## config.mk

```make
export PLATFORM = sky130hd
export DESIGN_NAME = line_plotter
export DESIGN_NICKNAME = d
export VERILOG_FILES = /design/src/rtl/line_plotter.sv
export SDC_FILE = /design/constraint.sdc
export NUM_CORES = 1
export LEC_CHECK = 0
export ABC_AREA = 1
export CELL_PAD_IN_SITES_DETAIL_PLACEMENT = 0
export CELL_PAD_IN_SITES_GLOBAL_PLACEMENT = 1
export CORE_MARGIN = 10
export CORE_UTILIZATION = 35
export DETAILED_ROUTE_END_ITERATION = 6
export MAX_ROUTING_LAYER = met4
export PLACE_DENSITY = 0.77
export SKIP_LAST_GASP = 1
export SYNTH_ARGS = -nofsm -noshare
export SYNTH_HDL_FRONTEND = slang
export SYNTH_SLANG_ARGS = --single-unit
```

## constraint.sdc

```tcl
create_clock -name clk -period 1.8 [get_ports clk]
set_input_delay 0.54 -clock clk [delete_from_list [all_inputs] [get_ports clk]]
set_output_delay 0.54 -clock clk [all_outputs]
set_load 0.02 [all_outputs]
```

## src/rtl/line_plotter.sv

```systemverilog
// line_plotter: integrates draw_line direction codes into an absolute pen
// position and queues every visited pixel in a small FIFO that a framebuffer
// writer drains through a valid/ready handshake.
module line_plotter #(
    parameter int COORD_W    = 8,
    parameter int FIFO_DEPTH = 4
) (
    input  logic               clk,
    input  logic               rst_n,
    input  logic               load,
    input  logic [COORD_W-1:0] start_x,
    input  logic [COORD_W-1:0] start_y,
    input  logic               step_valid,
    input  logic [1:0]         step_dirx,
    input  logic [1:0]         step_diry,
    output logic               step_ready,
    input  logic               line_done,
    output logic               pix_valid,
    output logic [COORD_W-1:0] pix_x,
    output logic [COORD_W-1:0] pix_y,
    input  logic               pix_ready,
    output logic               busy,
    output logic               plot_done,
    output logic               err
);

    localparam int PTR_W = $clog2(FIFO_DEPTH);
    localparam int CNT_W = PTR_W + 1;

    typedef enum logic [1:0] {
        ST_IDLE  = 2'd0,
        ST_RUN   = 2'd1,
        ST_DRAIN = 2'd2
    } state_t;

    state_t             state_r;
    logic [COORD_W-1:0] pen_x_r;
    logic [COORD_W-1:0] pen_y_r;
    logic [COORD_W-1:0] mem_x_r [FIFO_DEPTH];
    logic [COORD_W-1:0] mem_y_r [FIFO_DEPTH];
    logic [PTR_W-1:0]   wr_ptr_r;
    logic [PTR_W-1:0]   rd_ptr_r;
    logic [CNT_W-1:0]   count_r;
    logic               plot_done_r;
    logic               err_r;

    logic               step_ready_s;
    logic               accept_s;
    logic               push_s;
    logic               pop_s;
    logic               illegal_s;
    logic [COORD_W-1:0] next_x_s;
    logic [COORD_W-1:0] next_y_s;

    // One axis move: 01 -> +1, 10 -> -1, 00/11 -> hold (modulo arithmetic).
    function automatic logic [COORD_W-1:0] apply_dir(input logic [COORD_W-1:0] c,
                                                     input logic [1:0]         d);
        logic [COORD_W-1:0] r;
        case (d)
            2'b01:   r = c + COORD_W'(1);
            2'b10:   r = c - COORD_W'(1);
            default: r = c;
        endcase
        return r;
    endfunction

    // An axis actually moves only for the two legal non-hold codes.
    function automatic logic dir_moves(input logic [1:0] d);
        return (d == 2'b01) || (d == 2'b10);
    endfunction

    // Handshake decode and next pen position; load pre-empts any step or pop.
    always_comb begin
        step_ready_s = 1'b0;
        accept_s     = 1'b0;
        push_s       = 1'b0;
        pop_s        = 1'b0;
        illegal_s    = 1'b0;
        next_x_s     = apply_dir(pen_x_r, step_dirx);
        next_y_s     = apply_dir(pen_y_r, step_diry);
        if ((state_r == ST_RUN) && (count_r < CNT_W'(FIFO_DEPTH))) begin
            step_ready_s = 1'b1;
        end else begin
            step_ready_s = 1'b0;
        end
        if (!load) begin
            accept_s  = step_valid && step_ready_s;
            push_s    = accept_s && (dir_moves(step_dirx) || dir_moves(step_diry));
            pop_s     = (count_r != {CNT_W{1'b0}}) && pix_ready;
            illegal_s = accept_s && ((step_dirx == 2'b11) || (step_diry == 2'b11));
        end else begin
            accept_s  = 1'b0;
            push_s    = 1'b0;
            pop_s     = 1'b0;
            illegal_s = 1'b0;
        end
    end

    // Line-level FSM plus pen, sticky error and completion pulse.
    always_ff @(posedge clk or negedge rst_n) begin
        if (!rst_n) begin
            state_r     <= ST_IDLE;
            pen_x_r     <= {COORD_W{1'b0}};
            pen_y_r     <= {COORD_W{1'b0}};
            plot_done_r <= 1'b0;
            err_r       <= 1'b0;
        end else if (load) begin
            state_r     <= ST_RUN;
            pen_x_r     <= start_x;
            pen_y_r     <= start_y;
            plot_done_r <= 1'b0;
            err_r       <= 1'b0;
        end else begin
            plot_done_r <= 1'b0;
            if (accept_s) begin
                pen_x_r <= next_x_s;
                pen_y_r <= next_y_s;
            end
            if (illegal_s) begin
                err_r <= 1'b1;
            end
            case (state_r)
                ST_IDLE: begin
                    state_r <= ST_IDLE;
                end
                ST_RUN: begin
                    if (line_done) begin
                        state_r <= ST_DRAIN;
                    end
                end
                ST_DRAIN: begin
                    if (count_r == {CNT_W{1'b0}}) begin
                        state_r     <= ST_IDLE;
                        plot_done_r <= 1'b1;
                    end
                end
                default: begin
                    state_r <= ST_IDLE;
                end
            endcase
        end
    end

    // FIFO storage: load writes the start pixel into slot 0 of a flushed queue.
    always_ff @(posedge clk or negedge rst_n) begin
        if (!rst_n) begin
            for (int i = 0; i < FIFO_DEPTH; i++) begin
                mem_x_r[i] <= {COORD_W{1'b0}};
                mem_y_r[i] <= {COORD_W{1'b0}};
            end
        end else if (load) begin
            mem_x_r[0] <= start_x;
            mem_y_r[0] <= start_y;
        end else if (push_s) begin
            mem_x_r[wr_ptr_r] <= next_x_s;
            mem_y_r[wr_ptr_r] <= next_y_s;
        end
    end

    // FIFO pointers and occupancy; pointers wrap naturally (power-of-two depth).
    always_ff @(posedge clk or negedge rst_n) begin
        if (!rst_n) begin
            wr_ptr_r <= {PTR_W{1'b0}};
            rd_ptr_r <= {PTR_W{1'b0}};
            count_r  <= {CNT_W{1'b0}};
        end else if (load) begin
            wr_ptr_r <= PTR_W'(1);
            rd_ptr_r <= {PTR_W{1'b0}};
            count_r  <= CNT_W'(1);
        end else begin
            if (push_s) begin
                wr_ptr_r <= wr_ptr_r + PTR_W'(1);
            end
            if (pop_s) begin
                rd_ptr_r <= rd_ptr_r + PTR_W'(1);
            end
            case ({push_s, pop_s})
                2'b10:   count_r <= count_r + CNT_W'(1);
                2'b01:   count_r <= count_r - CNT_W'(1);
                default: count_r <= count_r;
            endcase
        end
    end

    assign step_ready = step_ready_s;
    assign pix_valid  = (count_r != {CNT_W{1'b0}});
    assign pix_x      = mem_x_r[rd_ptr_r];
    assign pix_y      = mem_y_r[rd_ptr_r];
    assign busy       = (state_r != ST_IDLE);
    assign plot_done  = plot_done_r;
    assign err        = err_r;

endmodule

```

==> flow_summary.ini, run 1 <==
[status]
run_status = finished, violations left
violations = setup timing

[grt]
first_global_vias = 4823
grt_max_degree = 35
globalRouteOverflowTotal = 0
groute.usage.overall_pct = 16.1
global_route_wire_length_before_repair_um = 25600
antenna_found_initial = 0

[clock_network]
numCtsBuffers = 9
clock_tree.htree_level_count = 3
clkLatencyLatePin_ps = 360
clk_pin_slew_worst_paths_ps = 70
holdBufCountCts = 0
cts_root_buf = clkbuf_16
cts_max_path_buffers = 2
clock_tree_from_tritoncts = built
cts_num_sinks = 91

[floorplan]
io-pin-count = 47
die_area_um2 = 20400
die_w_um = 143
core_um2 = 14600
placementRows = 44
dieHeight_um = 143
start_util_pct = 36.0

[yosys]
synth_seq_cells = 91
synth.top_cells.by_count = nand2_1, dfrtp_1, nand3_1, nor2_1, o21ai_0
synthCells = 718
yosys.area.top_type_share_pct = 43.2
syn-cell-area_um2 = 5270
synth.top_cells.by_area = dfrtp_1, nand2_1, nand3_1, o21ai_0, nor2_1
number_of_flops_mapped_to_enable_cells_by_yosys = 0
synth.most_common_cell = nand2_1
ys_warns = 0
avgSynthCellArea_um2 = 7.34
library_cell_occupying_the_most_area_in_the_post_synthesis_netlist = dfrtp_1
synth_fp_nets = 759
ys_async_sr_fraction_pct = 100
netlist-cell-type-count = 40
synth_ff_type = dfrtp_1
ys_seq_area_share_pct = 43.2

[setup_path]
crit-reg2reg-launch = state_r[1]
timing.critical_path.arrival_ps = 1510
critPathLaunch = rd_ptr_r[0]
cp-end-kind = primary output
critPathKind = reg -> out
critPathRequiredTime_ps = 1260
crit_path_max_fanout = 6
critPathLaunchType = register

[sta]
hold_viol_final = 0
finalClockSkew_ps = 8.98
clock.fmax_mhz = 487
finalMaxSlewViolations = 0
final_setup_fails = 18
finalWorstPathRequiredPeriod_ps = 2050
timing.slew.headroom_pct = 71.2
final_period_utilization_pct = 114
unrepaired_setup_endpoints_after_global_routing = yes
worst-slew-pin-transition_ps = 428
worst_slack_ps = -255

[finish]
fraction_of_layout_instances_using_a_drive_strength_above_1_pct = 34.6
seqCellArea_um2 = 2280
area.growth.synth_to_final_pct = 45.9
fill_cells = 1376
multiInputGateArea_um2 = 3150
insertedDiodeCount = 0
layout.nets = 893
non_filler_instance_count_after_layout = 1040

[job]
max_cap_violations = 0

[placed_design]
numPortBuffers = 46
place.detailed.instances = 1007
dp_hpwl_um = 11700
place_worst_setup_slack_ps = -948
routability_driven_placement_congestion_ratio = 0.899

[power_and_ir_drop]
vdd_ir_drop_max_uv = 634
power.combinational.fraction_pct = 45.3
p_leak_uw = 0.00389
seq_power_share_pct = 32.9
clkPwrFrac_pct = 21.8
swShare_pct = 38.7
internal-power_uw = 5920
net-switching-power_uw = 3740
power_density_nw_per_um2 = 1260

[drt]
dr.first_iter.drc_count = 358
routed_vias = 5195
total_detailed_routing_wirelength_um = 16500
firstDrtPassIters = 5
post-route-drc-count = 0
detail_route.wl_per_cell_um = 15.9
ant_nets = 0
vias_per_cell = 5.00

[min_path]
worst_hold_path_type = in -> async
-- cell type report --
cell class / instances / area share, %
inverters: 64 / 3.69
clock buffers: 10 / 3.11
flip-flops and latches: 91 / 29.7
well taps: 184 / 2.99
repair buffers: 149 / 18.5
clock inverters: 5 / 1.11
multi-input cells: 537 / 40.9
-- flip-flops by register name (all words and copies together), names as in the netlist --
name       cells
mem_x_r       32
err            1
count_r        3
pen_x_r        8
wr_ptr_r       2
state_r        2
pen_y_r        8
plot_done      1
mem_y_r       32
rd_ptr_r       2
-- metrics by stage --
step	setup TNS [ps]	area, um2	util [%]	hold WS, ps	power (uW)
after floorplan	-3620	5390	-	244	5120
after global placement	-68350	6640	45.4	457	6650
after detailed placement	-71770	6640	45.4	460	6760
after CTS	-3640	7140	48.8	91.0	9120
after global routing	-4210	7690	52.5	101	10300
final	-3080	7690	52.5	86.5	9660
-- timing repair --
item / in CTS / in global routing
setup buffers: 5 / 11
cloned: 2 / 2
pin swaps: 22 / 45
endpoints found under the setup margin: 106 / 81
resized for setup: 157 / 142
-- final timing paths --
kind                          endpoint  slack, ps  depth (start not counted)
max                           pix_x[2]       -250                          6
min                        mem_x_r[16]         90                          1
max reg2reg                 count_r[2]       -150                         13
min reg2reg                mem_y_r[12]        480                          2
max in group asynchronous   mem_y_r[7]       1210                          2
min in group clk           mem_y_r[12]        480                          2
-- cell usage in the layout, fill, tap and decap left out, types with 3 or more instances in the layout --
cell,count
inv_1,37
or2_2,4
xor2_1,6
buf_12,10
clkdlybuf4s50_1,19
o21ai_1,33
buf_4,89
o21ai_2,16
nor2_1,37
nand3_2,14
inv_2,17
clkbuf_16,11
o21ai_0,25
nor2_2,14
dlygate4sd2_1,3
inv_4,5
o21ai_4,5
o22ai_1,9
dfrtp_2,4
nand2_4,12
clkinv_4,3
ha_4,6
buf_6,21
nand2_2,22
nor2_4,10
nand2_1,241
dfrtp_1,87
o22ai_2,8
ha_1,7
a21oi_1,3
nand3_1,44
-- critical path, stage by stage, from the launching register on --
cell and delay [ps]:
dfrtp_2 430, clkinv_4 110, buf_6 150, buf_12 140, o21ai_2 120, o22ai_2 80
buf_6 140
-- power by group through the flow --
| stage | logic, uW | registers, uW | clock network [uW] |
|---|---|---|---|
| 6_report | 4380 | 3180 | 2110 |
| 5_1_grt | 4790 | 3250 | 2230 |
| 4_1_cts | 3910 | 3080 | 2130 |
| 3_5_place_dp | 3680 | 3080 | 0 |
| 3_3_place_gp | 3590 | 3050 | 0 |
| 2_1_floorplan | 2140 | 2980 | 0 |
-- layer usage --
| layer | vias to the layer above | global-route usage [%] | wire [um] |
|---|---|---|---|
| met5 | - | - | 0 |
| met4 | 0 | 5.21 | 284 |
| met3 | 20 | 2.29 | 562 |
| met2 | 95 | 24.8 | 7910 |
| met1 | 2503 | 21.4 | 7790 |
| li1 | 2577 | - | - |
-- logic make-up after synthesis --
group	share of synthesized area [%]
flip-flops	43.2
adder cells (fa/ha/maj)	3.70
AND/OR/NAND/NOR	32.3
buffers and inverters	7.83
AO/OA/AOI/OAI	11.2
multiplexers	0.190
XOR/XNOR	1.64
(Power assumes the default switching activity.)
==> inputs of run 2 (changes only) <==
Settings changed: SKIP_CTS_REPAIR_TIMING set to 1.
==> flow_summary.ini, run 2 (synthesis results as in run 1) <==
[setup_path]
critPathLaunchType = register
crit_path_top_delay_cell = dfrtp_2
max_stage_delay_ps = 460
crit_path_max_fanout = 6
worst_path_dominant_cell_family = buffers and inverters
critPathKind = reg -> out
cp.buffers_inverters = 4
cp-end-kind = primary output
critPathRequiredTime_ps = 1260
timing.critical_path.cells = inv_4, buf_6, buf_12, nor2_2, o22ai_2, buf_6
timing.critical_path.mode_cell = buf_6
timing.critical_path.arrival_ps = 1550

[finish]
layout.nets = 886
fill_cells = 1405
top_regs = mem_x_r: 32 flops, mem_y_r: 32 flops
layout.cells.most_common_list = nand2_1, dfrtp_1, buf_4
utilization_after_layout_pct = 51.2
insertedDiodeCount = 0
commonest_non_fill_non_tap_cell_in_the_layout = nand2_1
multiInputGateArea_um2 = 3080
seqCellArea_um2 = 2280
area.growth.synth_to_final_pct = 42.1
fraction_of_layout_instances_using_a_drive_strength_above_1_pct = 32.9

[drt]
dr.first_iter.drc_count = 388
detail_route.wl_per_cell_um = 15.7
vias_per_cell = 5.00
post-route-drc-count = 0
firstDrtPassIters = 5
routed_vias = 5166
ant_nets = 0
total_detailed_routing_wirelength_um = 16200

[clock_network]
cts_num_sinks = 91
clk_pin_slew_worst_paths_ps = 70
clock_tree_from_tritoncts = built
cts_max_path_buffers = 2
clkLatencyLatePin_ps = 350
numCtsBuffers = 9
cts_root_buf = clkbuf_16
clock_tree.htree_level_count = 3

[min_path]
worst_hold_path_type = in -> async

[power_and_ir_drop]
p_leak_uw = 0.00383
power_density_nw_per_um2 = 1260
vdd_ir_drop_max_uv = 594

[grt]
grt_max_degree = 35
antenna_found_initial = 0
global_route_wire_length_before_repair_um = 25000
groute.usage.overall_pct = 15.9
globalRouteOverflowTotal = 0
first_global_vias = 4716

[sta]
final_period_utilization_pct = 116
timing.setup.tns_ps = -3900
finalClockSkew_ps = 9.56
finalWorstPathRequiredPeriod_ps = 2090
unrepaired_setup_endpoints_after_global_routing = yes
hold-worst-slack_ps = 87.7
worst-slew-pin-transition_ps = 349
clock.fmax_mhz = 479
hold_viol_final = 0
worst_slack_ps = -288
final_setup_fails = 17
finalMaxSlewViolations = 0
timing.slew.headroom_pct = 76.7

[placed_design]
dp_hpwl_um = 11700
routability_driven_placement_congestion_ratio = 0.899
numPortBuffers = 46

[floorplan]
dieHeight_um = 143
start_util_pct = 36.0
core_um2 = 14600
die_area_um2 = 20400
placementRows = 44
io-pin-count = 47
die_w_um = 143

[status]
run_status = finished, violations left
violations = setup timing

[job]
max_cap_violations = 0
## run 2: changes by cell type in the layout (fill, tap and decap cells not counted), sizes merged
cell,previous run,this run
clkdlybuf4s50,19,20
dlygate4sd2,3,0
clkinv,4,1
clkdlybuf4s15,1,0
buf,124,111
inv,62,65
clkbuf,12,18
dlymetal6s2s,0,3
## run 2: area by class of cell
type,instances,area share [%]
well taps,184,3.07
clock inverters,5,1.14
repair buffers,142,17.3
clock buffers,10,3.19
inverters,64,3.71
multi-input cells,537,41.1
flip-flops and latches,91,30.4
## run 2: power breakdown
| part | internal [uW] | switching, uW | leakage, uW |
|---|---|---|---|
| clock network | 1260 | 864 | 0.000155 |
| registers | 2660 | 486 | 0.00116 |
| logic | 1850 | 2310 | 0.00252 |
| total | 5760 | 3660 | 0.00383 |
## run 2: path summary, 6_finish.rpt
path	start	to	slack, ps	cells past startpoint
max in group asynchronous	rst_n	mem_y_r[20]	1210	2
min in group clk	mem_y_r[23]	mem_y_r[23]	480	2
min	rst_n	mem_x_r[17]	90	1
max	rd_ptr_r[0]	pix_x[0]	-290	6
min reg2reg	mem_y_r[23]	mem_y_r[23]	480	2
max reg2reg	state_r[1]	count_r[2]	-100	13
## run 2: stage by stage
| step | instances | instance area [um2] | total power [uW] | worst slack, ps |
|---|---|---|---|---|
| finish | 1033 | 7490 | 9420 | -288 |
| global placement | 1007 | 6640 | 6650 | -885 |
| CTS | 1022 | 6970 | 8880 | -767 |
| detailed placement | 1007 | 6640 | 6760 | -948 |
| floorplan | 718 | 5390 | 5120 | -217 |
| global route | 1033 | 7490 | 10000 | -355 |
## run 2: metal layers
| layer | track usage (%) | part of all wire [%] | wire length, um | vias up |
|---|---|---|---|---|
| met3 | 2.29 | 3.7 | 595 | 17 |
| met5 | - | 0 | 0 | - |
| met2 | 24.0 | 47 | 7690 | 108 |
| li1 | - | - | - | 2557 |
| met4 | 5.37 | 1.6 | 252 | 0 |
| met1 | 21.3 | 47 | 7670 | 2484 |
==> inputs of run 3 (changes only) <==
Settings changed: PLACE_DENSITY 0.77 to 0.82.
==> flow_summary.ini, run 3 (synthesis results as in run 1) <==
[drt]
dr.first_iter.drc_count = 379
detail_route.wl_per_cell_um = 16.0
firstDrtPassIters = 5
post-route-drc-count = 0
total_detailed_routing_wirelength_um = 16800
ant_nets = 0
vias_per_cell = 5.00
routed_vias = 5238

[clock_network]
clock_tree_from_tritoncts = built
numCtsBuffers = 9
clock_tree.htree_level_count = 3
cts_root_buf = clkbuf_16
clkLatencyLatePin_ps = 360
cts_num_sinks = 91
clk_pin_slew_worst_paths_ps = 70
cts_max_path_buffers = 2

[finish]
utilization_after_layout_pct = 52.2
top_regs = mem_x_r: 32 flops, mem_y_r: 32 flops
insertedDiodeCount = 0
area.growth.synth_to_final_pct = 45.0
fraction_of_layout_instances_using_a_drive_strength_above_1_pct = 36.3
layout.nets = 901
layout.cells.most_common_list = nand2_1, buf_4, dfrtp_1
commonest_non_fill_non_tap_cell_in_the_layout = nand2_1

[setup_path]
critPathRequiredTime_ps = 1260
critPathLaunch = rd_ptr_r[0]
critPathKind = reg -> out
crit_path_max_fanout = 7
cp-end-kind = primary output
crit-reg2reg-launch = count_r[2]
critPathLaunchType = register
timing.critical_path.arrival_ps = 1530

[grt]
first_global_vias = 5089
groute.usage.overall_pct = 15.9
global_route_wire_length_before_repair_um = 25400
globalRouteOverflowTotal = 0
grt_max_degree = 32
antenna_found_initial = 0

[job]
max_cap_violations = 0

[sta]
worst-slew-pin-transition_ps = 498
clock.fmax_mhz = 483
final_setup_fails = 17
hold_viol_final = 0
finalClockSkew_ps = 8.53
unrepaired_setup_endpoints_after_global_routing = yes
finalWorstPathRequiredPeriod_ps = 2070
timing.slew.headroom_pct = 66.8
worst_slack_ps = -272
final_period_utilization_pct = 115
finalMaxSlewViolations = 0

[placed_design]
routability_driven_placement_congestion_ratio = 0.884
numPortBuffers = 46
dp_hpwl_um = 11900

[floorplan]
start_util_pct = 36.0
die_area_um2 = 20400
placementRows = 44
dieHeight_um = 143
core_um2 = 14600
die_w_um = 143
io-pin-count = 47

[power_and_ir_drop]
vdd_ir_drop_max_uv = 475
power_density_nw_per_um2 = 1200
p_leak_uw = 0.00387
post-layout-total-power_uw = 9210

[status]
violations = setup timing
run_status = finished, violations left

[min_path]
worst_hold_path_type = in -> async
[run 3: metrics by stage]
stage | cell area (um2) | TNS [ps] | hold slack (ps) | setup WS (ps) | instances
after CTS | 6880 | -49160 | 156 | -784 | 1025
after floorplan | 5390 | -3620 | 244 | -217 | 718
after global placement | 6610 | -71020 | 456 | -899 | 1010
after global routing | 7640 | -4630 | 162 | -320 | 1048
final | 7640 | -2970 | 145 | -272 | 1048
after detailed placement | 6610 | -73120 | 462 | -927 | 1010
[run 3: path summary, 6_finish.rpt]
check / endpoint / slack [ps] / depth (start not counted)
max: pix_x[0] / -270 / 6
min: err / 150 / 1
max reg2reg: count_r[2] / -50 / 11
min reg2reg: err / 480 / 2
max in group asynchronous: count_r[2] / 1080 / 2
min in group clk: err / 480 / 2
[run 3: layout make-up]
cell class	instances	area [um2]
clock buffers	10	229
clock inverters	5	38.8
fillers	1385	7000
inverters	64	293
multi-input cells	537	3150
flip-flops and latches	91	2280
well taps	184	230
repair buffers	157	1430
[run 3: report_power, final]
part           internal (uW)  switching (uW)
combinational           1910            2370
clock                    937             852
sequential              2660             478
total                   5510            3700
[run 3: critical path: stages, from the launching register on]
cell	delay [ps]
dfrtp_2	420
clkinv_4	110
buf_8	150
buf_4	130
nor2_2	100
o22ai_2	100
buf_4	160
[run 3: per-layer routing]
| layer | global-route usage (%) | up-vias | wire (um) |
|---|---|---|---|
| li1 | - | 2583 | - |
| met1 | 20.2 | 2527 | 7730 |
| met2 | 25.2 | 109 | 8200 |
| met5 | - | - | 0 |
| met3 | 3.05 | 19 | 572 |
| met4 | 4.61 | 0 | 284 |
